## config.mk

```make
export PLATFORM = sky130hd
export DESIGN_NAME = ifu_prefetch
export DESIGN_NICKNAME = d
export VERILOG_FILES = /design/src/rtl/ifu_prefetch.sv
export SDC_FILE = /design/constraint.sdc
export NUM_CORES = 1
export LEC_CHECK = 0
export ABC_CLOCK_PERIOD_IN_PS = 6900
export BUFFER_PORTS_ARGS = -buffer_cell sky130_fd_sc_hd__buf_2
export CORE_ASPECT_RATIO = 0.75
export CORE_MARGIN = 4
export CORE_UTILIZATION = 64
export CTS_CLUSTER_SIZE = 28
export DETAILED_ROUTE_END_ITERATION = 10
export GPL_ROUTABILITY_DRIVEN = 0
export PLACE_DENSITY = 0.82
export SYNTH_ARGS = -nofsm -noshare
export SYNTH_HDL_FRONTEND = slang
export SYNTH_SLANG_ARGS = --single-unit
```

## constraint.sdc

```tcl
create_clock -name clk_i -period 6.9 [get_ports clk_i]
set_input_delay 0.345 -clock clk_i [delete_from_list [all_inputs] [get_ports clk_i]]
set_output_delay 0.345 -clock clk_i [all_outputs]
set_load 0.01 [all_outputs]
```

## src/rtl/ifu_prefetch.sv

```systemverilog
`timescale 1ns/1ps
`default_nettype none
// +--------------------------------------------------------------------------+
// | ifu_prefetch : streaming AXI-Lite instruction prefetcher with an         |
// |                instruction queue and flush/redirect support.             |
// | Revision     : 1.0                                                       |
// +--------------------------------------------------------------------------+
module ifu_prefetch #(
  parameter int              PC_W            = 32,
  parameter int              INST_W          = 32,
  parameter int              ADDR_W          = 32,
  parameter int              DATA_W          = 32,
  parameter int              FIFO_DEPTH      = 4,
  parameter int              MAX_OUTSTANDING = 2,
  parameter logic [PC_W-1:0] RESET_PC        = 32'h8000_0000
) (
  input  logic              clk_i,
  input  logic              rst_i,
  input  logic              flush_i,
  input  logic [PC_W-1:0]   flush_pc_i,
  output logic              f_valid_o,
  input  logic              D_ready_i,
  output logic [PC_W-1:0]   pc_o,
  output logic [INST_W-1:0] inst_o,
  output logic              inst_err_o,
  output logic              mst_ar_valid_o,
  output logic [ADDR_W-1:0] mst_ar_addr_o,
  input  logic              mst_ar_ready_i,
  input  logic              mst_r_valid_i,
  input  logic [DATA_W-1:0] mst_r_data_i,
  input  logic [1:0]        mst_r_resp_i,
  output logic              mst_r_ready_o
);

  localparam int AW = $clog2(FIFO_DEPTH);
  localparam int CW = AW + 1;
  localparam int TW = (MAX_OUTSTANDING > 1) ? $clog2(MAX_OUTSTANDING) : 1;
  localparam int OW = $clog2(MAX_OUTSTANDING + 1);

  logic [PC_W-1:0]   fetch_pc_q, fetch_pc_d;
  logic              ar_valid_q, ar_valid_d;
  logic [ADDR_W-1:0] ar_addr_q, ar_addr_d;
  logic              r_ready_q, r_ready_d;
  logic [OW-1:0]     inflight_q, inflight_d;
  logic [OW-1:0]     discard_q, discard_d;

  logic [PC_W-1:0]   tag_mem_q [MAX_OUTSTANDING];
  logic [PC_W-1:0]   tag_mem_d [MAX_OUTSTANDING];
  logic [TW-1:0]     tag_wr_q, tag_wr_d, tag_rd_q, tag_rd_d;

  logic [PC_W-1:0]   pc_mem_q   [FIFO_DEPTH];
  logic [PC_W-1:0]   pc_mem_d   [FIFO_DEPTH];
  logic [INST_W-1:0] inst_mem_q [FIFO_DEPTH];
  logic [INST_W-1:0] inst_mem_d [FIFO_DEPTH];
  logic              err_mem_q  [FIFO_DEPTH];
  logic              err_mem_d  [FIFO_DEPTH];
  logic [AW-1:0]     rd_q, rd_d, wr_q, wr_d;
  logic [CW-1:0]     cnt_q, cnt_d;

  logic ar_hs, r_hs, f_valid, pop, push, raise;
  int   infl_rem, cnt_rem;

  function automatic logic [TW-1:0] tag_inc(input logic [TW-1:0] p);
    return (p == TW'(MAX_OUTSTANDING - 1)) ? '0 : p + 1'b1;
  endfunction

  always_comb begin
    ar_hs    = ar_valid_q & mst_ar_ready_i;
    r_hs     = mst_r_valid_i & r_ready_q;
    f_valid  = (cnt_q != '0) & ~flush_i;
    pop      = f_valid & D_ready_i;
    push     = r_hs & (discard_q == '0) & ~flush_i;
    infl_rem = int'(inflight_q) - (r_hs ? 1 : 0);
    cnt_rem  = int'(cnt_q) + (push ? 1 : 0) - (pop ? 1 : 0);
    // Credit rule: every request in flight owns a queue slot, so R never stalls.
    raise    = (~ar_valid_q | ar_hs) & ~flush_i &
               (infl_rem < MAX_OUTSTANDING) & (cnt_rem + infl_rem < FIFO_DEPTH);

    fetch_pc_d = fetch_pc_q;
    ar_valid_d = ar_valid_q & ~ar_hs;
    ar_addr_d  = ar_addr_q;
    r_ready_d  = 1'b1;
    tag_mem_d  = tag_mem_q;
    tag_wr_d   = tag_wr_q;
    tag_rd_d   = tag_rd_q;
    pc_mem_d   = pc_mem_q;
    inst_mem_d = inst_mem_q;
    err_mem_d  = err_mem_q;
    rd_d       = rd_q;
    wr_d       = wr_q;
    cnt_d      = cnt_q;
    inflight_d = OW'(infl_rem + (raise ? 1 : 0));
    discard_d  = discard_q;

    // The address advances when the request is raised so a flush landing
    // on a held AR still leaves the new-stream PC untouched.
    if (raise) begin
      ar_valid_d          = 1'b1;
      ar_addr_d           = fetch_pc_q;
      fetch_pc_d          = fetch_pc_q + PC_W'(4);
      tag_mem_d[tag_wr_q] = fetch_pc_q;
      tag_wr_d            = tag_inc(tag_wr_q);
    end
    if (r_hs) begin
      tag_rd_d = tag_inc(tag_rd_q);
    end

    if (flush_i) begin
      fetch_pc_d = flush_pc_i & ~PC_W'(3);
      discard_d  = OW'(infl_rem);
      rd_d       = '0;
      wr_d       = '0;
      cnt_d      = '0;
    end else begin
      if (r_hs && (discard_q != '0)) begin
        discard_d = discard_q - 1'b1;
      end
      if (push) begin
        pc_mem_d[wr_q]   = tag_mem_q[tag_rd_q];
        inst_mem_d[wr_q] = mst_r_data_i;
        err_mem_d[wr_q]  = |mst_r_resp_i;
        wr_d             = wr_q + 1'b1;
      end
      if (pop) begin
        rd_d = rd_q + 1'b1;
      end
      cnt_d = CW'(cnt_rem);
    end
  end

  always_ff @(posedge clk_i or negedge rst_i) begin
    if (!rst_i) begin
      fetch_pc_q <= RESET_PC;
      ar_valid_q <= 1'b0;
      ar_addr_q  <= '0;
      r_ready_q  <= 1'b0;
      inflight_q <= '0;
      discard_q  <= '0;
      tag_wr_q   <= '0;
      tag_rd_q   <= '0;
      rd_q       <= '0;
      wr_q       <= '0;
      cnt_q      <= '0;
      for (int i = 0; i < MAX_OUTSTANDING; i++) begin
        tag_mem_q[i] <= '0;
      end
      for (int i = 0; i < FIFO_DEPTH; i++) begin
        pc_mem_q[i]   <= '0;
        inst_mem_q[i] <= '0;
        err_mem_q[i]  <= 1'b0;
      end
    end else begin
      fetch_pc_q <= fetch_pc_d;
      ar_valid_q <= ar_valid_d;
      ar_addr_q  <= ar_addr_d;
      r_ready_q  <= r_ready_d;
      inflight_q <= inflight_d;
      discard_q  <= discard_d;
      tag_wr_q   <= tag_wr_d;
      tag_rd_q   <= tag_rd_d;
      rd_q       <= rd_d;
      wr_q       <= wr_d;
      cnt_q      <= cnt_d;
      tag_mem_q  <= tag_mem_d;
      pc_mem_q   <= pc_mem_d;
      inst_mem_q <= inst_mem_d;
      err_mem_q  <= err_mem_d;
    end
  end

  assign f_valid_o      = f_valid;
  assign pc_o           = pc_mem_q[rd_q];
  assign inst_o         = inst_mem_q[rd_q];
  assign inst_err_o     = err_mem_q[rd_q];
  assign mst_ar_valid_o = ar_valid_q;
  assign mst_ar_addr_o  = ar_addr_q;
  assign mst_r_ready_o  = r_ready_q;

endmodule
`default_nettype wire

```

==> results of run 1 <==
-- power groups by stage --
stage | Sequential (W) | Combinational, W | Clock, W
after floorplan | 0.00313 | 0.00196 | 0
after global placement | 0.00324 | 0.00258 | 0
after detailed placement | 0.00328 | 0.00266 | 0
after CTS | 0.00325 | 0.00269 | 0.00203
after global routing | 0.00332 | 0.00292 | 0.00213
final | 0.00325 | 0.00268 | 0.00199
-- cell usage in the layout (no fill, tap or decap), drive strengths merged, types with 7 or more instances in the layout --
cell / instances
ha: 19
nand2: 154
clkinv: 7
buf: 177
nand4: 12
o2111ai: 8
xnor2: 7
o21ai: 131
mux4: 63
inv: 23
mux2: 218
mux2i: 32
o31ai: 14
a31oi: 20
clkbuf: 60
nand3: 11
or4: 11
dfrtp: 386
nor2: 34
o311ai: 11
and3: 11
-- worst register-to-register path, cell delays in order (launching register included) --
cell,delay [ps]
dfrtp_1,360
inv_1,80
ha_1,170
nand3_1,150
nor2_1,640
inv_1,120
ha_1,330
inv_1,50
ha_1,200
fa_1,410
xnor2_1,160
ha_1,210
or4b_1,550
or3_4,360
o2111a_1,410
buf_4,340
nor3_4,120
buf_4,440
mux2_2,400
-- worst paths after layout --
path	slack (ps)	end	from	depth (start not counted)
setup reg to reg	1280	mst_ar_addr_o[14]$_DFFE_PN0P_	discard_q[0]$_DFFE_PN0P_	18
min in group asynchronous	400	pc_mem_q[41]$_DFFE_PN0P_	rst_i	2
hold reg to reg	480	pc_mem_q[31]$_DFFE_PN0P_	pc_mem_q[31]$_DFFE_PN0P_	2
max in group asynchronous	4950	rd_q[0]$_DFFE_PN0P_	rst_i	3
setup / recovery	1280	mst_ar_addr_o[14]$_DFFE_PN0P_	discard_q[0]$_DFFE_PN0P_	18
hold / removal	30	fetch_pc_q[5]$_DFFE_PN0P_	flush_pc_i[5]	3
-- layout make-up --
class	instances	area (sq um)	share of cell area, %
sequential	387	9690	49.9
multi-input combinational	820	7060	36.3
clock buffer	60	1170	6.01
timing repair buffer	178	948	4.88
tap	344	430	2.22
inverter	24	90.1	0.464
clock inverter	6	37.5	0.193
-- timing repair --
| item | in CTS | in global routing |
|---|---|---|
| hold buffers | 1 | 0 |
| gates resized for setup | 0 | 0 |
| endpoints found under the hold margin | 75 | 0 |
-- kinds of logic after synthesis --
group | after synthesis
multiplexers | 313
AND/OR/NAND/NOR | 272
XOR/XNOR | 10
AO/OA/AOI/OAI | 200
buffers and inverters | 120
flip-flops | 387
other | 2
adder cells (fa/ha/maj) | 20
-- per-layer routing --
| layer | vias to the layer above | wire length, microns | global-route usage, % |
|---|---|---|---|
| met5 | - | 0 | 0 |
| met4 | 0 | 546 | 5.20 |
| met3 | 51 | 2640 | 4.88 |
| met2 | 368 | 17400 | 39.8 |
| met1 | 5776 | 17100 | 39.1 |
| li1 | 5055 | - | - |
-- per-stage QoR --
step	util, %	hold slack, ps
2_1_floorplan	-	49.4
3_3_place_gp	69.4	357
3_5_place_dp	69.4	363
4_1_cts	74.1	15.4
5_1_grt	74.1	28.3
6_report	74.1	27.9
-- cell usage after synthesis (all sizes together), types with 2 or more instances --
| library cell | instances | area (sq um) |
|---|---|---|
| a311o | 2 | 20.0 |
| inv | 23 | 86.3 |
| o31ai | 14 | 105 |
| mux2 | 218 | 2450 |
| nor3 | 3 | 20.0 |
| conb | 2 | 7.51 |
| nor4 | 4 | 31.3 |
| clkbuf | 68 | 256 |
| nand2b | 4 | 25.0 |
| and4 | 2 | 17.5 |
| mux2i | 32 | 320 |
| nor2 | 34 | 128 |
| nand3 | 11 | 55.1 |
| dfrtp | 386 | 9660 |
| a21oi | 4 | 20.0 |
| and3 | 11 | 68.8 |
| a31oi | 20 | 125 |
| nand4 | 12 | 75.1 |
| nand2 | 154 | 578 |
| o2111ai | 8 | 70.1 |
| xor2 | 3 | 26.3 |
| or3 | 3 | 23.8 |
| buf | 28 | 159 |
| a41o | 5 | 50.1 |
| ha | 19 | 238 |
| or4 | 11 | 82.6 |
| o311ai | 11 | 96.3 |
| and2 | 5 | 31.3 |
| or4b | 2 | 20.0 |
| xnor2 | 7 | 61.3 |
| nand3b | 3 | 22.5 |
| o21ai | 131 | 656 |
| or2 | 4 | 25.0 |
| mux4 | 63 | 1420 |
| nor2b | 6 | 37.5 |
-- flip-flops by register name (all words and copies together), names as in the netlist, 2 cells and up --
name and count:
cnt_q 3, discard_q 2, err_mem_q 4, fetch_pc_q 30, inflight_q 2, inst_mem_q 128, mst_ar_addr_o 30, pc_mem_q 120
rd_q 2, tag_mem_q 60, wr_q 2
==> flow_summary_export.csv, run 1 <==
group,metric,value,unit
status,status,"finished, final reports clean",
sta,fin_crit_sh,81.5,%
sta,fin_crit,5620,ps
clocking,path_clk_slew,70,ps
power_and_ir_drop,power_switching,0.00264,W
critical_path,crit_chain,"inv_1 -> ha_1 -> nand3_1 -> nor2_1 -> inv_1 -> ha_1 -> inv_1 -> ha_1 -> fa_1 -> xnor2_1 -> ha_1 -> or4b_1 -> or3_4 -> o2111a_1 -> buf_4 -> nor3_4 -> buf_4 -> mux2_2",
cells_and_area,fin_nets,1541,
critical_path,cpPeakStageDelay,640,ps
clocking,clk_latency,520,ps
synth,synth_cells,1324,
sta,setup_viol,0,
sta,finClkSkew,13.3,ps
synth,synthDistinctLibCells,55,
floorplanning,core.rowCount,51,
power_and_ir_drop,internal_power,0.00528,W
drt,avgRoutedWirePerCell,20.7,microns
critical_path,cp_slowest_cell,"nor2_1",
synth,async_reset_ff_share,100,%
power_and_ir_drop,power,0.00792,W
drt,via_count,11250,
clocking,clock-root-buffer,"clkbuf_16",
grt,grt.overflow.total,0,
synth,synth_xor_area_share,0.509,%
critical_path,path_buf_inv,5,
sta,rsz0062_at_grt,"no",
drt,drc_errors,0,
synth,synthAdderAreaFrac,1.50,%
critical_path,critical_path_arrival,6010,ps
sta,max_freq,178,MHz
power_and_ir_drop,switching_share,33.4,%
synth,synthSimpleGateAreaFrac,7.37,%
grt,grt_usage,25.8,%
critical_path,cp_top_family,"simple AND/OR/NAND/NOR gates",
cells_and_area,area_delta_synth_final,13.0,%
job,drv_cap,0,
synth,ys_seq_area_share,56.3,%
critical_path,cp.required,7290,ps
clocking,htreeDepth,2,
drt,via_per_inst,6.18,
floorplanning,core_area,26200,sq um
clocking,post-cts-setup-buffer-count,0,
placed_design,io_buffers,165,
sta,tns,0,ps
power_and_ir_drop,clkPwrFrac,25.1,%
cells_and_area,num_antenna_cells,0,
synth,synth_top_family_by_area,"multiplexers",
drt,postRouteAntennaNets,0,
power_and_ir_drop,p_seq_share,41.1,%
clocking,cts_sinks,387,
clocking,cts_tree,"built",
sta,setup_slack,1280,ps
placed_design,dp.cells,1752,
grt,first_global_vias,11546,
cells_and_area,n_fill_cell,1721,
synth,ys_warn_count,0,
floorplanning,die_h,150,microns
clocking,numCtsBuffers,38,
cells_and_area,drive_gt1_share,35.7,%
power_and_ir_drop,ir_worst_vdd,0.253,mV
grt,antenna_found_initial,0,
critical_path,endpoint_kind,"flip-flop",
placed_design,hpwl,23.4,mm
synth,postSynthAreaPerCell,13.0,sq um
synth,synthMuxAreaShare,24.4,%
critical_path,critPathLaunchType,"flip-flop",
drt,totalWireLength,37.7,mm
floorplanning,boundaryPins,172,
clocking,cts_buffer_depth,3,
sta,hold_violations,0,
critical_path,critPathKind,"reg -> reg",
floorplanning,dieArea,29600,sq um
drt,drt_iter0_drc,870,
sta,worst_pin_slew,1190,ps
placed_design,placed_cell_area,18200,sq um
synth,synth_compound_area_share,6.91,%
power_and_ir_drop,p_leak,9.08,nW
synth,ys_ff_latch,387,
power_and_ir_drop,combPwrFrac,33.8,%
critical_path,cpMostUsedCell,"ha_1",
floorplanning,start_util,65.6,%
floorplanning,die_x,197,microns
synth,synth_area,17200,sq um
synth,synth_edf_count,0,
power_and_ir_drop,power_density,408,nW/um^2
cells_and_area,layoutNonFillerInstCount,1819,
cells_and_area,design_area,19400,sq um
placed_design,pre_cts_slack,1470,ps
critical_path,path_max_fanout,32,
sta,max-slew-margin-rel,20.6,%
drt,dr.pass1.iters,5,
min_path,worstHoldPathType,"in -> reg",
grt,grt_pass1_wl,61.1,mm
synth,synth_ff_type,"dfrtp_1",
sta,finalMaxSlewViolations,0,
grt,grt_max_degree,153,
(Power assumes the default switching activity.)
==> run 2: changes to the inputs <==
Settings changed: ABC_CLOCK_PERIOD_IN_PS 6900 to 5190, CORE_UTILIZATION 64 to 59, PLACE_DENSITY 0.82 to 0.77.
Clock period 6.9 ns to 5.19 ns, I/O delays scaled along.
==> flow_summary_export.csv, run 2 (synthesis gave the netlist of run 1 again) <==
group,metric,value,unit
drt,dr.pass1.iters,5,
critical_path,cpPeakStageDelay,540,ps
power_and_ir_drop,power,0.0107,W
sta,worst_pin_slew,1010,ps
sta,max-slew-margin-rel,32.9,%
status,status,"finished, final reports clean",
sta,rsz0062_at_grt,"no",
cells_and_area,design_area,19900,sq um
clocking,htreeDepth,2,
critical_path,ff2ff_path_depth,17,
drt,via_count,11348,
placed_design,placed_cell_area,18300,sq um
drt,drt_iter0_drc,886,
cells_and_area,reg_top3,"inst_mem_q (128), pc_mem_q (120), tag_mem_q (60)",
sta,finalMaxSlewViolations,0,
min_path,worstHoldPathType,"in -> reg",
clocking,clock-root-buffer,"clkbuf_16",
clocking,cts_buffer_depth,3,
grt,grt.overflow.total,0,
critical_path,r2r_start,"discard_q[0]$_DFFE_PN0P_",
sta,tns,0,ps
grt,grt_usage,25.6,%
placed_design,io_buffers,165,
critical_path,cpMostUsedCell,"ha_1",
min_path,hp-start,"flush_pc_i[17]",
floorplanning,core.rowCount,53,
sta,finClkSkew,19.5,ps
cells_and_area,layout_commonest_cell,"dfrtp_1",
clocking,cts_sinks,387,
floorplanning,start_util,60.6,%
critical_path,crit_start,"discard_q[0]$_DFFE_PN0P_",
sta,hold_violations,0,
grt,grt_pass1_wl,65.2,mm
sta,setup_slack,553,ps
floorplanning,die_x,205,microns
grt,grt_max_degree,133,
sta,max_freq,216,MHz
drt,totalWireLength,39.7,mm
sta,fin_crit,4640,ps
placed_design,hpwl,25.1,mm
floorplanning,die_h,156,microns
min_path,whs_path_depth,3,
critical_path,path_max_fanout,30,
power_and_ir_drop,power_density,538,nW/um^2
power_and_ir_drop,p_leak,9.28,nW
grt,first_global_vias,11878,
floorplanning,core_area,28400,sq um
floorplanning,boundaryPins,172,
critical_path,endpoint_kind,"flip-flop",
clocking,cts_tree,"built",
critical_path,cp_slowest_cell,"or4b_1",
cells_and_area,regMostFlops,"inst_mem_q",
cells_and_area,largest_reg_flops,128,
power_and_ir_drop,ir_worst_vdd,0.353,mV
critical_path,critPathKind,"reg -> reg",
floorplanning,dieArea,32000,sq um
critical_path,cp.required,5580,ps
sta,setup_viol,0,
critical_path,critPathLaunchType,"flip-flop",
clocking,post-cts-setup-buffer-count,0,
critical_path,critical_path_arrival,5030,ps
clocking,path_clk_slew,60,ps
sta,fin_crit_sh,89.3,%
drt,drc_errors,0,
clocking,clk_latency,530,ps
cells_and_area,mostFrequentLayoutCells,"dfrtp_1 (384), mux2_2 (216), buf_2 (164), nand2_1 (150), o21ai_0 (131)",
drt,via_per_inst,5.96,
placed_design,pre_cts_slack,611,ps
cells_and_area,drive_gt1_share,35.2,%
cells_and_area,n_fill_cell,2025,
job,drv_cap,0,
sta,hold_ws,18.7,ps
cells_and_area,fin_nets,1583,
grt,antenna_found_initial,1,
critical_path,crit_chain,"inv_1 -> ha_1 -> nand3_1 -> nor2_1 -> inv_1 -> ha_1 -> inv_1 -> ha_1 -> fa_1 -> xnor2_1 -> ha_1 -> or4b_1 -> or3_4 -> o2111a_1 -> nor4_4 -> buf_4 -> mux2_2",
drt,postRouteAntennaNets,0,
clocking,numCtsBuffers,38,
cells_and_area,area_delta_synth_final,15.9,%
drt,avgRoutedWirePerCell,20.9,microns
-- run 2: changes by cell type in the layout (fill, tap and decap cells not counted), sizes merged --
cell / before / now
inv: 23 / 25
buf: 177 / 185
bufinv: 0 / 3
diode: 0 / 1
clkinv: 7 / 5
clkbuf: 60 / 58
dlygate4sd3: 1 / 35
-- run 2: per-layer routing --
layer / vias to the layer above / share of wire (%) / GRT usage (%)
li1: 5127 / - / -
met4: 2 / 1.5 / 5.45
met5: - / 0.033 / 0
met1: 5814 / 46 / 39.3
met3: 56 / 6.8 / 5.30
met2: 349 / 46 / 38.7
-- run 2: cell type report --
cell class                      count  area (sq um)  share of cell area [%]
Multi-Input combinational cell    820          7060                    35.4
Inverter                           24          90.1                   0.452
Clock buffer                       58          1120                    5.61
Clock inverter                      9           128                   0.640
Antenna cell                        1          2.50                  0.0126
Timing Repair Buffer              220          1360                    6.83
Sequential cell                   387          9690                    48.6
Tap cell                          385           482                    2.42
-- run 2: repair_timing --
item | in CTS | in global routing
setup endpoints to repair | 0 | 0
hold endpoints to repair | 182 | 0
resized for setup | 0 | 0
hold buffers | 35 | 0
-- run 2: worst paths after layout --
| kind | end | slack, ps |
|---|---|---|
| setup / recovery | tag_mem_q[60]$_DFFE_PN0P_ | 550 |
| hold / removal | fetch_pc_q[17]$_DFFE_PN0P_ | 20 |
| setup reg to reg | tag_mem_q[60]$_DFFE_PN0P_ | 550 |
| hold reg to reg | pc_mem_q[13]$_DFFE_PN0P_ | 480 |
| max in group asynchronous | inst_mem_q[94]$_DFFE_PN0P_ | 3280 |
| min in group asynchronous | pc_mem_q[109]$_DFFE_PN0P_ | 400 |
-- run 2: worst max-delay path: cells and delay by family (launching register included) --
| family | cells | cell delay (ps) |
|---|---|---|
| xor+xnor | 1 | 160 |
| flops | 1 | 370 |
| fa+ha+maj | 5 | 1230 |
| simple gates | 5 | 1400 |
| mux | 1 | 390 |
| buf+inv | 4 | 620 |
| compound gates | 1 | 320 |
-- run 2: power breakdown --
part | total, W | internal [W] | switching, W | leakage (nW)
combinational | 0.00368 | 0.00174 | 0.00194 | 3.65
sequential | 0.00428 | 0.00377 | 0.000508 | 5.02
clock | 0.00277 | 0.00164 | 0.00113 | 0.612
total | 0.0107 | 0.00715 | 0.00358 | 9.28
-- run 2: through the flow --
| step | util, % | cells |
|---|---|---|
| final | 70.2 | 1904 |
| after global routing | 70.2 | 1903 |
| after CTS | 70.2 | 1903 |
| after detailed placement | 64.6 | 1801 |
| after global placement | 64.6 | 1801 |
| after floorplan | - | 1327 |
==> run 3: changes to the inputs <==
Settings changed: RECOVER_POWER set to 25, SETUP_SLACK_MARGIN set to 0.5.
==> flow_summary_export.csv, run 3 (synthesis gave the netlist of run 1 again) <==
group,metric,value,unit
status,status,"complete, but fails checks",
status,violations,"capacitance limit, slew limit",
critical_path,cp.required,5580,ps
cells_and_area,regMostFlops,"inst_mem_q",
drt,via_count,11349,
clocking,post-cts-setup-buffer-count,0,
power_and_ir_drop,ir_worst_vdd,0.350,mV
critical_path,path_max_fanout,30,
critical_path,critPathLaunchType,"flip-flop",
sta,fin_crit_sh,85.9,%
clocking,cts_buffer_depth,3,
drt,via_per_inst,5.96,
placed_design,pre_cts_slack,611,ps
grt,grt_pass1_wl,65.2,mm
clocking,clock-root-buffer,"clkbuf_16",
clocking,numCtsBuffers,38,
floorplanning,dieArea,32000,sq um
grt,first_global_vias,11878,
sta,hold_violations,0,
cells_and_area,largest_reg_flops,128,
cells_and_area,mostFrequentLayoutCells,"dfrtp_1 (385), mux2_2 (216), nand2_1 (150), buf_2 (132), o21ai_0 (131)",
floorplanning,start_util,60.6,%
floorplanning,die_h,156,microns
floorplanning,core.rowCount,53,
placed_design,io_buffers,165,
clocking,path_clk_slew,60,ps
cells_and_area,n_fill_cell,2041,
sta,max_freq,224,MHz
power_and_ir_drop,power_density,540,nW/um^2
drt,avgRoutedWirePerCell,20.9,microns
cells_and_area,fin_nets,1583,
grt,grt_usage,25.6,%
floorplanning,core_area,28400,sq um
sta,setup_slack,729,ps
min_path,worstHoldPathType,"in -> reg",
grt,grt.overflow.total,0,
critical_path,critical_path_arrival,4850,ps
critical_path,critPathKind,"reg -> reg",
floorplanning,boundaryPins,172,
job,drv_cap,2,
clocking,clk_latency,530,ps
drt,dr.pass1.iters,5,
cells_and_area,layout_commonest_cell,"dfrtp_1",
clocking,cts_tree,"built",
sta,max-slew-margin-rel,-118,%
cells_and_area,multi_input_area,7060,sq um
power_and_ir_drop,p_leak,9.19,nW
cells_and_area,seq_area,9690,sq um
sta,fin_crit,4460,ps
drt,totalWireLength,39.7,mm
clocking,cts_sinks,387,
cells_and_area,drive_gt1_share,33.0,%
drt,drt_iter0_drc,886,
cells_and_area,reg_top3,"inst_mem_q (128), pc_mem_q (120), tag_mem_q (60)",
critical_path,endpoint_kind,"flip-flop",
cells_and_area,area_delta_synth_final,15.6,%
drt,postRouteAntennaNets,0,
floorplanning,die_x,205,microns
sta,tns,0,ps
sta,setup_viol,0,
clocking,htreeDepth,2,
sta,hold_ws,14.1,ps
grt,antenna_found_initial,1,
sta,finClkSkew,19.2,ps
grt,grt_max_degree,133,
drt,drc_errors,0,
sta,worst_pin_slew,3270,ps
sta,rsz0062_at_grt,"no",
placed_design,hpwl,25.1,mm
sta,finalMaxSlewViolations,170,
-- run 3: stage by stage --
| step | instance area [sq um] | util (%) | power (W) | std cells |
|---|---|---|---|---|
| after floorplan | 17200 | - | 0.00677 | 1327 |
| after global placement | 18300 | 64.6 | 0.00781 | 1801 |
| after detailed placement | 18300 | 64.6 | 0.00796 | 1801 |
| after CTS | 19900 | 70.2 | 0.0108 | 1903 |
| after global routing | 19900 | 70.0 | 0.0113 | 1903 |
| final | 19900 | 70.1 | 0.0107 | 1904 |
-- run 3: final cells by class --
cell class                      instances  area share (%)
Multi-Input combinational cell        820            35.5
Clock buffer                           58            5.62
Clock inverter                          9           0.642
Sequential cell                       387            48.7
Antenna cell                            1          0.0126
Inverter                               24           0.453
Timing Repair Buffer                  220            6.61
Tap cell                              385            2.42
-- run 3: worst paths after layout --
check | from | endpoint | slack [ps] | depth (start not counted)
setup / recovery | discard_q[0]$_DFFE_PN0P_ | tag_mem_q[60]$_DFFE_PN0P_ | 730 | 17
hold / removal | flush_pc_i[17] | fetch_pc_q[17]$_DFFE_PN0P_ | 10 | 3
setup reg to reg | discard_q[0]$_DFFE_PN0P_ | tag_mem_q[60]$_DFFE_PN0P_ | 730 | 17
hold reg to reg | pc_mem_q[13]$_DFFE_PN0P_ | pc_mem_q[13]$_DFFE_PN0P_ | 480 | 2
max in group asynchronous | rst_i | inst_mem_q[105]$_DFFE_PN0P_ | 1400 | 3
min in group asynchronous | rst_i | pc_mem_q[109]$_DFFE_PN0P_ | 1300 | 2
-- run 3: layer usage --
metal,up-vias,routed length [microns],track usage (%)
met1,5814,18300,39.3
met4,2,641,5.45
met5,-,13,0
met3,59,2590,5.30
met2,349,18100,38.7
li1,5125,-,-
-- run 3: timing repair --
item	CTS	global route
endpoints found under the hold margin	182	0
hold buffers	35	0
resized for setup	0	3
endpoints found under the setup margin	0	58
-- run 3: critical path, cell delays in order, from the launching register on --
cell and delay [ps]:
dfrtp_1 360, inv_1 80, ha_1 170, nand3_1 150, nor2_1 170, inv_1 60
ha_1 260, inv_1 40, ha_1 190, fa_1 400, xnor2_1 160, ha_1 210
or4b_1 540, or3_4 370, o2111a_2 270, nor4_4 170, buf_6 340, mux2_2 380
-- run 3: where the power goes --
part           leakage (nW)  internal [W]  switching, W
Combinational          3.55       0.00173       0.00195
Sequential             5.02       0.00377      0.000511
Clock                 0.612       0.00164       0.00114
Total                  9.19       0.00713       0.00359
